==> config.mk <==
export PLATFORM = sky130hd
export DESIGN_NAME = lcd_msg_arbiter
export DESIGN_NICKNAME = d
export VERILOG_FILES = /design/src/rtl/lcd_pkg.sv /design/src/rtl/lcd_byte_fifo.sv /design/src/rtl/lcd_msg_arbiter.sv
export SDC_FILE = /design/constraint.sdc
export NUM_CORES = 1
export LEC_CHECK = 0
export BUFFER_PORTS_ARGS = -buffer_cell sky130_fd_sc_hd__clkbuf_2
export CORE_UTILIZATION = 35
export CTS_CLUSTER_DIAMETER = 100
export DETAILED_ROUTE_END_ITERATION = 10
export GPL_ROUTABILITY_DRIVEN = 0
export SETUP_SLACK_MARGIN = 0.5
export SLEW_MARGIN = 20
export SYNTH_ARGS = -nofsm -noshare
export SYNTH_HDL_FRONTEND = slang
export SYNTH_SLANG_ARGS = --single-unit
export TNS_END_PERCENT = 5
==> constraint.sdc <==
create_clock -name clk -period 2.3 [get_ports clk]
set_input_delay 0.23 -clock clk [delete_from_list [all_inputs] [get_ports clk]]
set_output_delay 0.23 -clock clk [all_outputs]
set_load 0.01 [all_outputs]
==> src/rtl/lcd_pkg.sv <==
// Shared types and constants for the LCD message arbiter slice.
package lcd_pkg;

    typedef enum logic [1:0] {
        ARB_IDLE,
        ARB_GNT0,
        ARB_GNT1
    } arb_state_t;

    typedef enum logic [1:0] {
        ISS_IDLE,
        ISS_SETUP,
        ISS_HOLD,
        ISS_GUARD
    } iss_state_t;

    localparam logic LCD_EX_ACTIVE = 1'b0;
    localparam logic LCD_EX_IDLE   = 1'b1;

    localparam int HOLD_CYCLES_DEF = 30;
    localparam int MAX_CHARS_DEF   = 16;

endpackage

==> src/rtl/lcd_byte_fifo.sv <==
// Byte FIFO with registered full/empty flags.
module lcd_byte_fifo #(
    parameter int DEPTH = 4
) (
    input  logic       clk,
    input  logic       rst,
    input  logic       push,
    input  logic [7:0] wdata,
    input  logic       pop,
    output logic [7:0] rdata,
    output logic       full,
    output logic       empty
);
    localparam int AW = (DEPTH > 1) ? $clog2(DEPTH) : 1;

    logic [7:0]    mem [DEPTH];
    logic [AW-1:0] wr_ptr;
    logic [AW-1:0] rd_ptr;
    logic [AW:0]   count;
    logic [AW:0]   count_d;
    logic          do_push;
    logic          do_pop;

    assign do_push = push & ~full;
    assign do_pop  = pop & ~empty;
    assign rdata   = mem[rd_ptr];

    always_comb begin
        count_d = count;
        if (do_push && !do_pop)
            count_d = count + 1'b1;
        else if (!do_push && do_pop)
            count_d = count - 1'b1;
    end

    // Power-of-two depth lets the pointers wrap by overflow.
    always_ff @(posedge clk or negedge rst) begin
        if (!rst) begin
            wr_ptr <= '0;
            rd_ptr <= '0;
            count  <= '0;
            full   <= 1'b0;
            empty  <= 1'b1;
        end else begin
            if (do_push)
                wr_ptr <= wr_ptr + 1'b1;
            if (do_pop)
                rd_ptr <= rd_ptr + 1'b1;
            count <= count_d;
            full  <= (count_d == (AW+1)'(DEPTH));
            empty <= (count_d == '0);
        end
    end

    always_ff @(posedge clk) begin
        if (do_push)
            mem[wr_ptr] <= wdata;
    end

endmodule

==> src/rtl/lcd_msg_arbiter.sv <==
// Round-robin message arbiter feeding the HD44780 controller write port.
// Define LCD_MSG_CLIP_EN to drop characters beyond MAX_CHARS per message.
module lcd_msg_arbiter
    import lcd_pkg::*;
#(
    parameter int HOLD_CYCLES = HOLD_CYCLES_DEF,
    parameter int MAX_CHARS   = MAX_CHARS_DEF,
    parameter int FIFO_DEPTH  = 4
) (
    input  logic       clk,
    input  logic       rst,
    input  logic       req0_valid,
    input  logic [7:0] req0_data,
    input  logic       req0_last,
    output logic       req0_ack,
    output logic       req0_grant,
    input  logic       req1_valid,
    input  logic [7:0] req1_data,
    input  logic       req1_last,
    output logic       req1_ack,
    output logic       req1_grant,
    output logic [7:0] lcd_data,
    output logic       lcd_ex,
    input  logic       lcd_ready,
    output logic       busy
);
    localparam int CW = $clog2(MAX_CHARS + 1);
    localparam int HW = $clog2(HOLD_CYCLES + 1);

    arb_state_t    arb_q, arb_d;
    iss_state_t    iss_q, iss_d;
    logic          ptr_q, ptr_d;
    logic [CW-1:0] cc_q, cc_d;
    logic [HW-1:0] hc_q, hc_d;
    logic          fifo_full;
    logic          fifo_empty;
    logic          fifo_push;
    logic          fifo_pop;
    logic [7:0]    fifo_rdata;
    logic [7:0]    sel_data;
    logic          sel_last;
    logic          accept;

    assign req0_grant = (arb_q == ARB_GNT0);
    assign req1_grant = (arb_q == ARB_GNT1);
    assign req0_ack   = req0_grant & req0_valid & ~fifo_full;
    assign req1_ack   = req1_grant & req1_valid & ~fifo_full;
    assign accept     = req0_ack | req1_ack;
    assign sel_data   = req1_grant ? req1_data : req0_data;
    assign sel_last   = req1_grant ? req1_last : req0_last;

`ifdef LCD_MSG_CLIP_EN
    assign fifo_push = accept & (cc_q < CW'(MAX_CHARS));
`else
    assign fifo_push = accept;
`endif

    assign busy = req0_grant | req1_grant | ~fifo_empty
                | (iss_q != ISS_IDLE);

    // ptr_q records the last granted requester; reset favours 0.
    always_comb begin
        arb_d = arb_q;
        ptr_d = ptr_q;
        cc_d  = cc_q;
        unique case (arb_q)
            ARB_IDLE: begin
                if (req0_valid && req1_valid)
                    arb_d = ptr_q ? ARB_GNT0 : ARB_GNT1;
                else if (req0_valid)
                    arb_d = ARB_GNT0;
                else if (req1_valid)
                    arb_d = ARB_GNT1;
            end
            ARB_GNT0, ARB_GNT1: begin
                if (accept) begin
                    if (sel_last) begin
                        arb_d = ARB_IDLE;
                        ptr_d = req1_grant;
                        cc_d  = '0;
                    end else if (cc_q != CW'(MAX_CHARS)) begin
                        cc_d = cc_q + 1'b1;
                    end
                end
            end
            default: arb_d = ARB_IDLE;
        endcase
    end

    always_comb begin
        iss_d    = iss_q;
        hc_d     = hc_q;
        fifo_pop = 1'b0;
        unique case (iss_q)
            ISS_IDLE: begin
                if (!fifo_empty && lcd_ready)
                    iss_d = ISS_SETUP;
            end
            ISS_SETUP: begin
                fifo_pop = 1'b1;
                hc_d     = '0;
                iss_d    = ISS_HOLD;
            end
            ISS_HOLD: begin
                if (hc_q == HW'(HOLD_CYCLES - 1)) begin
                    hc_d  = '0;
                    iss_d = ISS_GUARD;
                end else begin
                    hc_d = hc_q + 1'b1;
                end
            end
            ISS_GUARD: begin
                if (hc_q == HW'(HOLD_CYCLES - 1)) begin
                    hc_d  = '0;
                    iss_d = ISS_IDLE;
                end else begin
                    hc_d = hc_q + 1'b1;
                end
            end
        endcase
    end

    always_ff @(posedge clk or negedge rst) begin
        if (!rst) begin
            arb_q    <= ARB_IDLE;
            ptr_q    <= 1'b1;
            cc_q     <= '0;
            iss_q    <= ISS_IDLE;
            hc_q     <= '0;
            lcd_data <= 8'h00;
            lcd_ex   <= LCD_EX_IDLE;
        end else begin
            arb_q <= arb_d;
            ptr_q <= ptr_d;
            cc_q  <= cc_d;
            iss_q <= iss_d;
            hc_q  <= hc_d;
            if (iss_q == ISS_SETUP)
                lcd_data <= fifo_rdata;
            // Registered strobe lags the state by one edge.
            lcd_ex <= (iss_q == ISS_SETUP || iss_q == ISS_HOLD)
                    ? LCD_EX_ACTIVE : LCD_EX_IDLE;
        end
    end

    lcd_byte_fifo #(
        .DEPTH (FIFO_DEPTH)
    ) u_fifo (
        .clk   (clk),
        .rst   (rst),
        .push  (fifo_push),
        .wdata (sel_data),
        .pop   (fifo_pop),
        .rdata (fifo_rdata),
        .full  (fifo_full),
        .empty (fifo_empty)
    );

endmodule

# Word-level counts from Yosys, hierarchy flattened
# Memories as Yosys holds them, arrays and structs flattened. A register that Yosys moved wholly into a read port is not among the register bits.
# Index checks and enable logic that the tools add are counted.
[totals] output_inout_bits=14 ramBits=32 mem_count=1 elab_cells=81 ff_bits=20
[op_classes] eq_ne=13 reduce_logical=19 addsub=5 n_mux=21 bitwise=12
[memory_table] memory="u_fifo.mem" words=4 word_bits=8 read_ports=1 rd_clocked_by_memory_dff=1 wr=1 line_no="lcd_byte_fifo.sv:16" rtl="logic [7:0] mem [DEPTH];"
[op_table] operator="two-way mux 2 bit" count=9
[op_table] operator="one-hot mux 5 bit (2 select lines)" count=1
[op_table] operator="AND reduction 3 bit" count=3
[op_table] operator="two-way mux 8 bit" count=1
[op_table] operator="!= test 2 bit (second input constant)" count=4
[op_table] operator="one-hot mux 2 bit (4 select lines)" count=1
[op_table] operator="bitwise AND 1 bit" count=6
[op_table] operator="== test 2 bit (second input constant)" count=3
[op_table] operator="two-way mux 3 bit" count=2
[op_table] operator="adder 5 x 1 -> 5 bit (second input constant)" count=1
[op_table] operator="== test 5 bit (second input constant)" count=1
[op_table] operator="two-way mux 1 bit" count=5
[op_table] operator="two-way mux 5 bit" count=1
[op_table] operator="adder 2 x 1 -> 2 bit (second input constant)" count=2
[op_table] operator="== test 2 x 1 -> 1 bit (second input constant)" count=2
[op_table] operator="logical AND 1 bit" count=4
[op_table] operator="zero test 1 bit" count=4
[op_table] operator="zero test 2 bit" count=2
[op_table] operator="!= test 4 bit (second input constant)" count=1
[op_table] operator="OR 1 bit" count=4
[op_table] operator="one-hot mux 2 bit (2 select lines)" count=1
[op_table] operator="nonzero test 2 bit" count=2
[op_table] operator="OR reduction 2 bit" count=2
[op_table] operator="adder 3 x 1 -> 3 bit (second input constant)" count=1
[op_table] operator="6 further kinds" count=7

# Logic depth before layout (Yosys ltp)
# Gate-level depths: netlist (run 1).
[logic_depth] depth_word=10 depth_mapped=7 depth_no_buf=6

# Hierarchy
# A second synthesis (run 1) with hierarchy kept.
[unflattened] cells_unflattened=194 area_unflattened_um2=2820.2
[modules_own_cells] module="lcd_byte_fifo" area_each_um2=1716.6 n_inst=1 cells_each=95 seq_area_each_um2=1187.4
[modules_own_cells] module="lcd_msg_arbiter" area_each_um2=1103.6 n_inst=1 cells_each=99 seq_area_each_um2=478.0

# Least setup slack after synthesis (run 1)
# OpenSTA, ideal clock, no wires.
[synth_path] path_type="flip-flop to flip-flop" start="register arb_q[0]" end="memory u_fifo.mem[0][0], data pin" path_stages_with_launch=5 synth_period_minus_slack_ps=1747 t_arrival_ps=1480 path_slack_ps=553 setup_ps=266 n_path_buf=1 path_cell_list="dfrtp_1 -> inv_1 -> ha_1 -> clkbuf_1 -> mux2_2"
[synth_between] elab_chain_cells=2
[synth_lines] item="start: declaration" line_no="lcd_msg_arbiter.sv:30" rtl="arb_state_t arb_q, arb_d;"
[synth_lines] item="start signal: assignment" line_no="lcd_msg_arbiter.sv:133" rtl="arb_q <= arb_d;"
[synth_lines] item="== test 2 bit" line_no="lcd_msg_arbiter.sv:45" rtl="assign req1_grant = (arb_q == ARB_GNT1);"
[synth_lines] item="net req1_grant" line_no="lcd_msg_arbiter.sv:21" rtl="output logic req1_grant,"
[synth_lines] item="two-way mux 8 bit" line_no="lcd_msg_arbiter.sv:49" rtl="assign sel_data = req1_grant ? req1_data : req0_data;"
[synth_lines] item="net sel_data[0]" line_no="lcd_msg_arbiter.sv:40" rtl="logic [7:0] sel_data;"
[synth_lines] item="end: declaration" line_no="lcd_byte_fifo.sv:16"
# The timed path passes the listed nets, and every way through them passes these cells.

# Worst setup path in the final report (run 1)
[layout_path] start="register arb_q[1]" end="register u_fifo.full"
[layout_between] elab_chain_cells=10
[layout_lines] item="== test 2 x 1 -> 1 bit / == test 2 bit (equally long branches)" line_no="lcd_msg_arbiter.sv:44, lcd_msg_arbiter.sv:45"
[layout_lines] item="bitwise AND 1 bit (on tied branches) (2 in series)" line_no="lcd_msg_arbiter.sv:46, lcd_msg_arbiter.sv:47"
[layout_lines] item="OR 1 bit *" line_no="lcd_msg_arbiter.sv:48" rtl="assign accept = req0_ack | req1_ack;"
[layout_lines] item="bitwise AND 1 bit *" line_no="lcd_byte_fifo.sv:24" rtl="assign do_push = push & ~full;"
[layout_lines] item="zero test 1 bit" line_no="lcd_byte_fifo.sv:32" rtl="else if (!do_push && do_pop)"
[layout_lines] item="logical AND 1 bit" line_no="lcd_byte_fifo.sv:32"
[layout_lines] item="two-way mux 3 bit" line_no="lcd_byte_fifo.sv:32"
[layout_lines] item="two-way mux 3 bit *" line_no="lcd_byte_fifo.sv:30" rtl="if (do_push && !do_pop)"
[layout_lines] item="net u_fifo.count_d[2]" line_no="lcd_byte_fifo.sv:20" rtl="logic [AW:0] count_d;"
[layout_lines] item="== test 3 bit *" line_no="lcd_byte_fifo.sv:50" rtl="full <= (count_d == (AW+1)'(DEPTH));"
[layout_lines] item="end signal: assignment" line_no="lcd_byte_fifo.sv:50"
[layout_lines] item="end: declaration" line_no="lcd_byte_fifo.sv:11" rtl="output logic full,"
# The timed path passes the listed nets; every way through them passes the cells marked *.
# A chain may end at the register's enable or synchronous reset.

==> flow_metrics.tcl, run 1 <==
set metrics [dict create \
    status "completed" \
    grt_max_degree 29 \
    final_cells 348 \
    grt_use_total 0.133 \
    die_height_um 91.5 \
    synth_top_area_frac 0.343 \
    core-area_sq_um 7730 \
    cts_htree_levels 3 \
    worstPathCellList "inv_2, ha_2, a22oi_2, o211ai_1, a211oi_2, a21boi_2" \
    core.rowCount 32 \
    tns_ns 0 \
    place_ws_ns 0.338 \
    timing.final.max_slew_violations 0 \
    critPathKind "reg2reg" \
    ys.flop_type "edfxtp_1" \
    syn_area_per_cell_sq_um 14.4 \
    overflow 0 \
    critPathRequiredTime_ns 2.57 \
    io_buffers 36 \
    power.density_nw_per_um2 967 \
    rsz0062_at_grt "true" \
    chipWidth_um 91.5 \
    ir_worst_vdd_mv 0.577 \
    ys_ff_latch 60 \
    skew_ns 0.0107 \
    ant_nets 0 \
    synthToLayoutAreaGrowth_pct 20.4 \
    fmax_mhz 559 \
    synthTopCellsByCount "edfxtp_1, dfrtp_1, mux2_2" \
    syn_area_sq_um 2800 \
    syn_inst 195 \
    dp.cells 330 \
    drc 0 \
    syn_nets 233 \
    wl_um 5100 \
    drt-initial-drc-count 62 \
    tightest_slew_ns 0.729 \
    async_flop_share 0.467 \
    clock-root-buffer "clkbuf_8" \
    synth_most_common_cell "edfxtp_1" \
    clkLatencyLatePin_ns 0.34 \
    vias 1703 \
    viasPerCell 4.89 \
    first_global_vias 1663 \
    synth.largest_area_cell "edfxtp_1" \
    grt_pass1_wl_um 8280 \
    antenna_found_initial 0 \
    cp_max_fo 6 \
    dpl.hpwl_um 3540 \
    setup_ws_ns 0.511 \
    crit_path_end_kind "flop" \
    dieArea_sq_um 8370 \
    min_path_type "in2reg" \
    period_needed_ns 1.79 \
    ioPinCount 37 \
    finalCritPeriodShare 0.778 \
    crit_buf_inv 1 \
    wl_per_cell_um 14.6 \
    synth.area.top_cells "edfxtp_1, dfrtp_1, ha_1" \
    crit_path_start_kind "flop" \
    synth-edff-count 32 \
    hold_ws_ns 0.201 \
    setup_viol 0 \
    cp.arrival_ns 2.06 \
    clock_sinks 60 \
    diodes 0 \
    firstDrtPassIters 4 \
    power_mw 3.26 \
    cap_violations 0 \
    drive_gt1_frac 0.398 \
    ys_types 43 \
    cts_tree "done" \
    slew-limit-headroom 0.514 \
    clk_path_buf_depth 2 \
    placed_area_sq_um 3100 \
    max_stage_delay_ns 0.40 \
    fin_util 0.436 \
    synth_warnings 0 \
    num-nets-final 279 \
    crit_family "compound AO/OA/AOI/OAI gates" \
    initial_core_util 0.363 \
    synth-seq-area-share 0.594 \
    cp_slowest_cell "dfrtp_1" \
    final_area_sq_um 3370 \
    static-leakage-power_nw 1.40 \
    hold_violations 0 \
    clkTransAtPathRegs_ns 0.07 \
    cts_made_buffers 9 \
]
what timing repair did:
action,CTS,global route
endpoints found under the setup margin,38,38
resized for setup,5,10
hold buffers,1,0
gates cloned,0,0
endpoints found under the hold margin,25,0
setup buffers,0,1
pin swaps,0,3
tightest hold or removal path: stages:
cell	delay, ns
clkbuf_2	0.10
a31oi_1	0.07
nor2_1	0.09
worst paths after layout:
| check | from | end | slack [ns] | cells after the start |
|---|---|---|---|---|
| setup / recovery | arb_q[1] | u_fifo.full | 0.51 | 6 |
| hold / removal | req1_last | ptr_q | 0.20 | 3 |
| setup reg to reg | arb_q[1] | u_fifo.full | 0.51 | 6 |
| hold reg to reg | lcd_data[2] | lcd_data[2] | 0.51 | 1 |
| max in group asynchronous | rst | lcd_data[3] | 1.34 | 2 |
| min in group asynchronous | rst | u_fifo.count[1] | 0.48 | 2 |
layout make-up:
class                           instances  area (sq um)
Fill cell                             719          4360
Sequential cell                        60          1670
Multi-Input combinational cell        117          1120
Timing Repair Buffer                   41           224
Tap cell                              102           128
Clock buffer                            9           124
Clock inverter                          7          66.3
Inverter                               12          45.0
state kept, by name, indices dropped and copies added (netlist names), 2 cells and up:
name,cells
lcd_data,8
arb_q,2
u_fifo.rd_ptr,2
iss_q,2
hc_q,5
u_fifo.mem,32
u_fifo.count,3
u_fifo.wr_ptr,2
where the power goes:
group          internal (mW)  switching, mW
clock                  0.495          0.410
combinational          0.402          0.497
sequential              1.35          0.103
total                   2.25           1.01
cell usage in the layout, fill, tap and decap left out, drive strengths merged, types with 4 or more instances in the layout:
cell and count:
clkinv 5, clkbuf 45, o21ai 7, xnor2 4, and3 6, inv 13, nand2 7, ha 15
nor3 4, a21oi 8, buf 4, mux2 16, nor2 7, mux4 8, edfxtp 32, dfrtp 25
cells by family after synthesis:
logic type / after synthesis / synth area share
compound gates: 32 / 0.0835
mux: 26 / 0.136
xor+xnor: 4 / 0.0125
fa+ha+maj: 15 / 0.0670
buf+inv: 18 / 0.0264
simple gates: 40 / 0.0804
flops: 60 / 0.594
per-layer routing:
| metal | routed length [um] | up-vias | GRT usage |
|---|---|---|---|
| li1 | - | 827 | - |
| met1 | 2360 | 833 | 0.165 |
| met2 | 2470 | 39 | 0.214 |
| met3 | 229 | 4 | 0.0519 |
| met4 | 32 | 0 | 0.0423 |
| met5 | 0 | - | 0 |
Power figures use the tool's default switching activity.
==> run 2, diff against run 1 <==
clock period = 1.6 ns   (was 2.3 ns; I/O delays follow)
==> run 2 against run 1 <==
The flow now finishes with violations (setup timing). Fmax up 2.2%. Die area unchanged. First-iteration DRC count up 21%. Power up 65%. Core utilization up 4.8 points. Combinational power up 96%. Sequential power up 42%. Clock skew down 0.0029 ns. Wire length up 7.2%. Non-clock buffer count up 16. Cell count up 4.9%.
==> flow_metrics.tcl, run 2 (synthesis gave the netlist of run 1 again) <==
set metrics [dict create \
    clkLatencyLatePin_ns 0.33 \
    overflow 0 \
    crit_path_end_kind "flop" \
    dieArea_sq_um 8370 \
    setup_viol 32 \
    vias 1787 \
    drc 0 \
    ff2ff_path_depth 7 \
    critPathKind "reg2reg" \
    setup_ws_ns -0.151 \
    status "finished with violations" \
    wl_per_cell_um 15.0 \
    critPathRequiredTime_ns 1.81 \
    fmax_mhz 571 \
    grt_use_total 0.146 \
    core-area_sq_um 7730 \
    min_path_type "in2reg" \
    timing.final.max_slew_violations 0 \
    cp_max_fo 4 \
    finalCritPeriodShare 1.09 \
    wl_um 5460 \
    whs_path_depth 3 \
    static-leakage-power_nw 1.56 \
    top_regs "u_fifo.mem x32, lcd_data x8, hc_q x5" \
    io_buffers 36 \
    grt_max_degree 29 \
    grt_pass1_wl_um 9080 \
    chipWidth_um 91.5 \
    crit_path_start_kind "flop" \
    ant_nets 0 \
    tightest_slew_ns 0.401 \
    hold_violations 0 \
    core.rowCount 32 \
    clock_sinks 60 \
    hold_ws_ns 0.131 \
    layout_common_cells "clkbuf_2, edfxtp_1, dfrtp_1" \
    clkTransAtPathRegs_ns 0.07 \
    ioPinCount 37 \
    top_register "u_fifo.mem" \
    clock-root-buffer "clkbuf_8" \
    drive_gt1_frac 0.513 \
    cp.arrival_ns 1.97 \
    initial_core_util 0.363 \
    die_height_um 91.5 \
    period_needed_ns 1.75 \
    skew_ns 0.00782 \
    tns_ns -1.39 \
    ir_worst_vdd_mv 0.916 \
    num-nets-final 296 \
    cap_violations 0 \
    firstDrtPassIters 4 \
    cts_tree "done" \
    cts_htree_levels 3 \
    antenna_found_initial 0 \
    clk_path_buf_depth 2 \
    cts_made_buffers 9 \
    slew-limit-headroom 0.732 \
    drt-initial-drc-count 75 \
    violations "setup timing" \
    dpl.hpwl_um 3620 \
    rsz0062_at_grt "true" \
    diodes 0 \
    largest_reg_flops 32 \
    first_global_vias 1847 \
    fin_util 0.484 \
    viasPerCell 4.90 \
    final_common_cell "clkbuf_2" \
    synthToLayoutAreaGrowth_pct 33.5 \
    power.density_nw_per_um2 1440 \
    r2r_setup_slack_ns -0.15 \
]
==> run 2: critical path, stage by stage, from the launching register on <==
cell	delay (ns)
dfrtp_1	0.42
inv_2	0.07
ha_4	0.18
buf_6	0.13
mux2i_1	0.12
o31ai_2	0.33
a21oi_1	0.13
a41o_1	0.24
==> run 2: final timing paths <==
| kind | startpoint | to |
|---|---|---|
| setup / recovery | arb_q[0] | arb_q[1] |
| hold / removal | req1_last | ptr_q |
| setup reg to reg | arb_q[0] | arb_q[1] |
| hold reg to reg | lcd_data[6] | lcd_data[6] |
| max in group asynchronous | rst | u_fifo.empty |
| min in group asynchronous | rst | hc_q[2] |
==> run 2: routing by layer <==
metal	part of all wire	wire [um]	track usage	vias to the layer above
li1	-	-	-	868
met1	0.47	2570	0.183	879
met2	0.48	2620	0.232	32
met3	0.035	193	0.0452	8
met4	0.016	87	0.0635	0
met5	0	0	0	-
==> run 2: what timing repair did <==
| action | 4_1_cts | 5_1_grt |
|---|---|---|
| resized for setup | 46 | 9 |
| setup buffers | 2 | 2 |
| pin swaps | 17 | 5 |
| cloned | 1 | 0 |
| hold endpoints to repair | 25 | 0 |
| endpoints found under the setup margin | 96 | 96 |
| hold buffers | 1 | 0 |
==> run 2: where the power goes <==
| group | total [mW] | internal [mW] | switching, mW |
|---|---|---|---|
| sequential | 2.08 | 1.95 | 0.133 |
| clock | 1.54 | 0.960 | 0.577 |
| combinational | 1.76 | 0.920 | 0.838 |
| total | 5.37 | 3.83 | 1.55 |
==> run 2: cell type report <==
class                      instances  area [sq um]
fill                             676          3990
sequential                        60          1670
multi-input combinational        118          1280
timing repair buffer              57           389
clock buffer                      12           155
tap                              102           128
clock inverter                     4          72.6
inverter                          12          45.0
==> run 2: per-stage QoR <==
stage	setup slack, ns	cells	power (mW)	instance area (sq um)
2_1_floorplan	-0.0280	195	3.03	2860
3_3_place_gp	-0.0209	343	3.51	3270
3_5_place_dp	-0.0719	343	3.54	3270
4_1_cts	-0.0800	363	5.28	3700
5_1_grt	-0.216	365	5.63	3740
6_report	-0.151	365	5.37	3740
==> run 3, diff against run 2 <==
SYNTH_HIERARCHICAL = 1   (was default)
==> run 3 against run 2 <==
Worst hold slack improved by 0.025 ns. Wire length decreased by 5.0%. Critical path type unchanged. Via count decreased by 4.5%. Combinational power increased by 5%. The flow still finishes with violations (setup timing).
==> flow_metrics.tcl, run 3 <==
set metrics [dict create \
    clkLatencyLatePin_ns 0.32 \
    power_frac_seq 0.388 \
    cts_tree "done" \
    top_regs "u_fifo/mem x32, lcd_data x8, hc_q x5" \
    diodes 0 \
    power_mw 5.44 \
    syn_nets 232 \
    fmax_mhz 604 \
    wl_um 5190 \
    synthTopCellsByCount "edfxtp_1, dfrtp_1, mux2_2" \
    largest_reg_flops 32 \
    crit_path_end_kind "flop" \
    async_flop_share 0.467 \
    ioPinCount 37 \
    num-nets-final 293 \
    core-area_sq_um 7770 \
    cts_htree_levels 3 \
    vias 1706 \
    max_stage_delay_ns 0.37 \
    dpl.hpwl_um 3380 \
    wl_per_cell_um 14.3 \
    io_buffers 36 \
    final_common_cell "edfxtp_1" \
    chipWidth_um 91.8 \
    critPathKind "reg2reg" \
    clock-root-buffer "clkbuf_8" \
    min_path_type "in2reg" \
    grt_pass1_wl_um 8490 \
    tightest_slew_ns 0.407 \
    swShare 0.293 \
    p_comb_frac 0.340 \
    cp_slowest_cell "dfrtp_1" \
    synth.largest_area_cell "edfxtp_1" \
    grt_use_total 0.136 \
    dp.cells 339 \
    overflow 0 \
    synthToLayoutAreaGrowth_pct 33.2 \
    skew_ns 0.00688 \
    setup_ws_ns -0.0547 \
    top_register "u_fifo/mem" \
    placed_area_sq_um 3240 \
    drt-initial-drc-count 79 \
    worstPathCellList "buf_6, ha_4, nand2_4, a21oi_4, nor2b_4, xnor2_2, a211oi_2, o21ba_1" \
    cts_made_buffers 9 \
    final_area_sq_um 3760 \
    clkTransAtPathRegs_ns 0.06 \
    period_needed_ns 1.65 \
    status "finished with violations" \
    dieArea_sq_um 8420 \
    synth_top_area_frac 0.341 \
    power.density_nw_per_um2 1450 \
    die_height_um 91.8 \
    hold_violations 0 \
    grt_max_degree 29 \
    ys_types 39 \
    static-leakage-power_nw 1.52 \
    drive_gt1_frac 0.550 \
    synth_warnings 6 \
    ys_ff_latch 60 \
    core.rowCount 32 \
    synth-edff-count 32 \
    ant_nets 0 \
    syn_area_sq_um 2820 \
    ir_worst_vdd_mv 0.912 \
    crit_path_start_kind "flop" \
    timing.final.max_slew_violations 0 \
    initial_core_util 0.363 \
    synth.area.top_cells "edfxtp_1, dfrtp_1, ha_1" \
    synth-seq-area-share 0.591 \
    p_clk_frac 0.272 \
    clk_path_buf_depth 2 \
    ys.flop_type "edfxtp_1" \
    syn_inst 194 \
    clock_sinks 60 \
    p_int_mw 3.84 \
    rsz0062_at_grt "true" \
    critPathRequiredTime_ns 1.85 \
    fin_util 0.484 \
    syn_area_per_cell_sq_um 14.5 \
    slew-limit-headroom 0.729 \
    first_global_vias 1701 \
    drc 0 \
    viasPerCell 4.71 \
    antenna_found_initial 0 \
    fill_cells 702 \
    r2r_setup_slack_ns -0.05 \
    layout_common_cells "edfxtp_1, clkbuf_2, dfrtp_1" \
    cap_violations 0 \
    violations "setup timing" \
    synth_most_common_cell "edfxtp_1" \
    p_sw_mw 1.59 \
    firstDrtPassIters 5 \
    cp.arrival_ns 1.90 \
    setup_viol 34 \
    finalCritPeriodShare 1.03 \
    cp_max_fo 5 \
    final_cells 362 \
]
-- run 3: changes by cell type after synthesis, moves of 3 or more --
| cell | delta |
|---|---|
| a21oi_1 | -3 |
| and2_1 | +4 |
| and3_1 | -6 |
| nand2_1 | +5 |
| nand2b_1 | +3 |
-- run 3: metal layers --
layer / wire [um] / vias up / part of all wire / GRT usage
met5: 0 / - / 0 / 0
met3: 235 / 5 / 0.045 / 0.0290
met1: 2410 / 829 / 0.47 / 0.176
li1: - / 830 / - / -
met2: 2480 / 42 / 0.48 / 0.217
met4: 53 / 0 / 0.010 / 0.0664
-- run 3: cells by family after synthesis --
group	synth area share
DFF	0.591
and+or+nand+nor	0.0905
muxes	0.149
AOI/OAI and AO/OA	0.0541
buffers and inverters	0.0311
adders and majority gates	0.0665
xor gates and xnor gates	0.0186
-- run 3: area by class of cell --
cell class	instances	area [sq um]	share of cell area
clock buffers	12	145	0.0386
clock inverters	4	72.6	0.0193
inverters	13	53.8	0.0143
multi-input cells	116	1320	0.350
flip-flops and latches	60	1670	0.444
well taps	102	128	0.0340
repair buffers	55	375	0.0999
-- run 3: timing repair --
item / in CTS / in global routing
endpoints found under the hold margin: 25 / 0
setup endpoints to repair: 97 / 97
cloned: 1 / 0
gates resized for setup: 42 / 21
buffers inserted: 4 / 1
pin swaps: 16 / 19
hold buffers: 1 / 0
-- run 3: power groups by stage --
stage	Sequential (mW)	Clock (mW)	Combinational [mW]
global placement	2.13	0	1.43
detailed placement	2.14	0	1.45
finish	2.11	1.48	1.85
global route	2.13	1.59	2.03
CTS	2.11	1.52	1.70
floorplan	2.13	0	1.04
-- run 3: metrics by stage --
stage               hold WS [ns]  worst slack, ns  TNS, ns
floorplan                 -0.136          -0.0767    -2.55
global placement           0.197          -0.0982    -2.21
detailed placement         0.200           -0.150    -3.79
CTS                        0.147          -0.0478   -0.909
global route               0.175           -0.152    -4.03
finish                     0.157          -0.0547   -0.824
-- run 3: critical path: cells and delay by family (launching register included) --
| family | cells | cell delay [ns] |
|---|---|---|
| adder cells (fa/ha/maj) | 1 | 0.14 |
| flip-flops | 1 | 0.37 |
| AND/OR/NAND/NOR | 2 | 0.29 |
| buffers and inverters | 1 | 0.11 |
| AO/OA/AOI/OAI | 3 | 0.56 |
| XOR/XNOR | 1 | 0.11 |
-- run 3: worst paths after layout --
path / from / end / depth (start not counted)
min in group asynchronous: rst / arb_q[0] / 3
min: req0_valid / arb_q[0] / 3
min reg2reg: lcd_data[4] / lcd_data[4] / 1
max: arb_q[0] / u_fifo/empty / 8
max reg2reg: arb_q[0] / u_fifo/empty / 8
max in group asynchronous: rst / ptr_q / 3
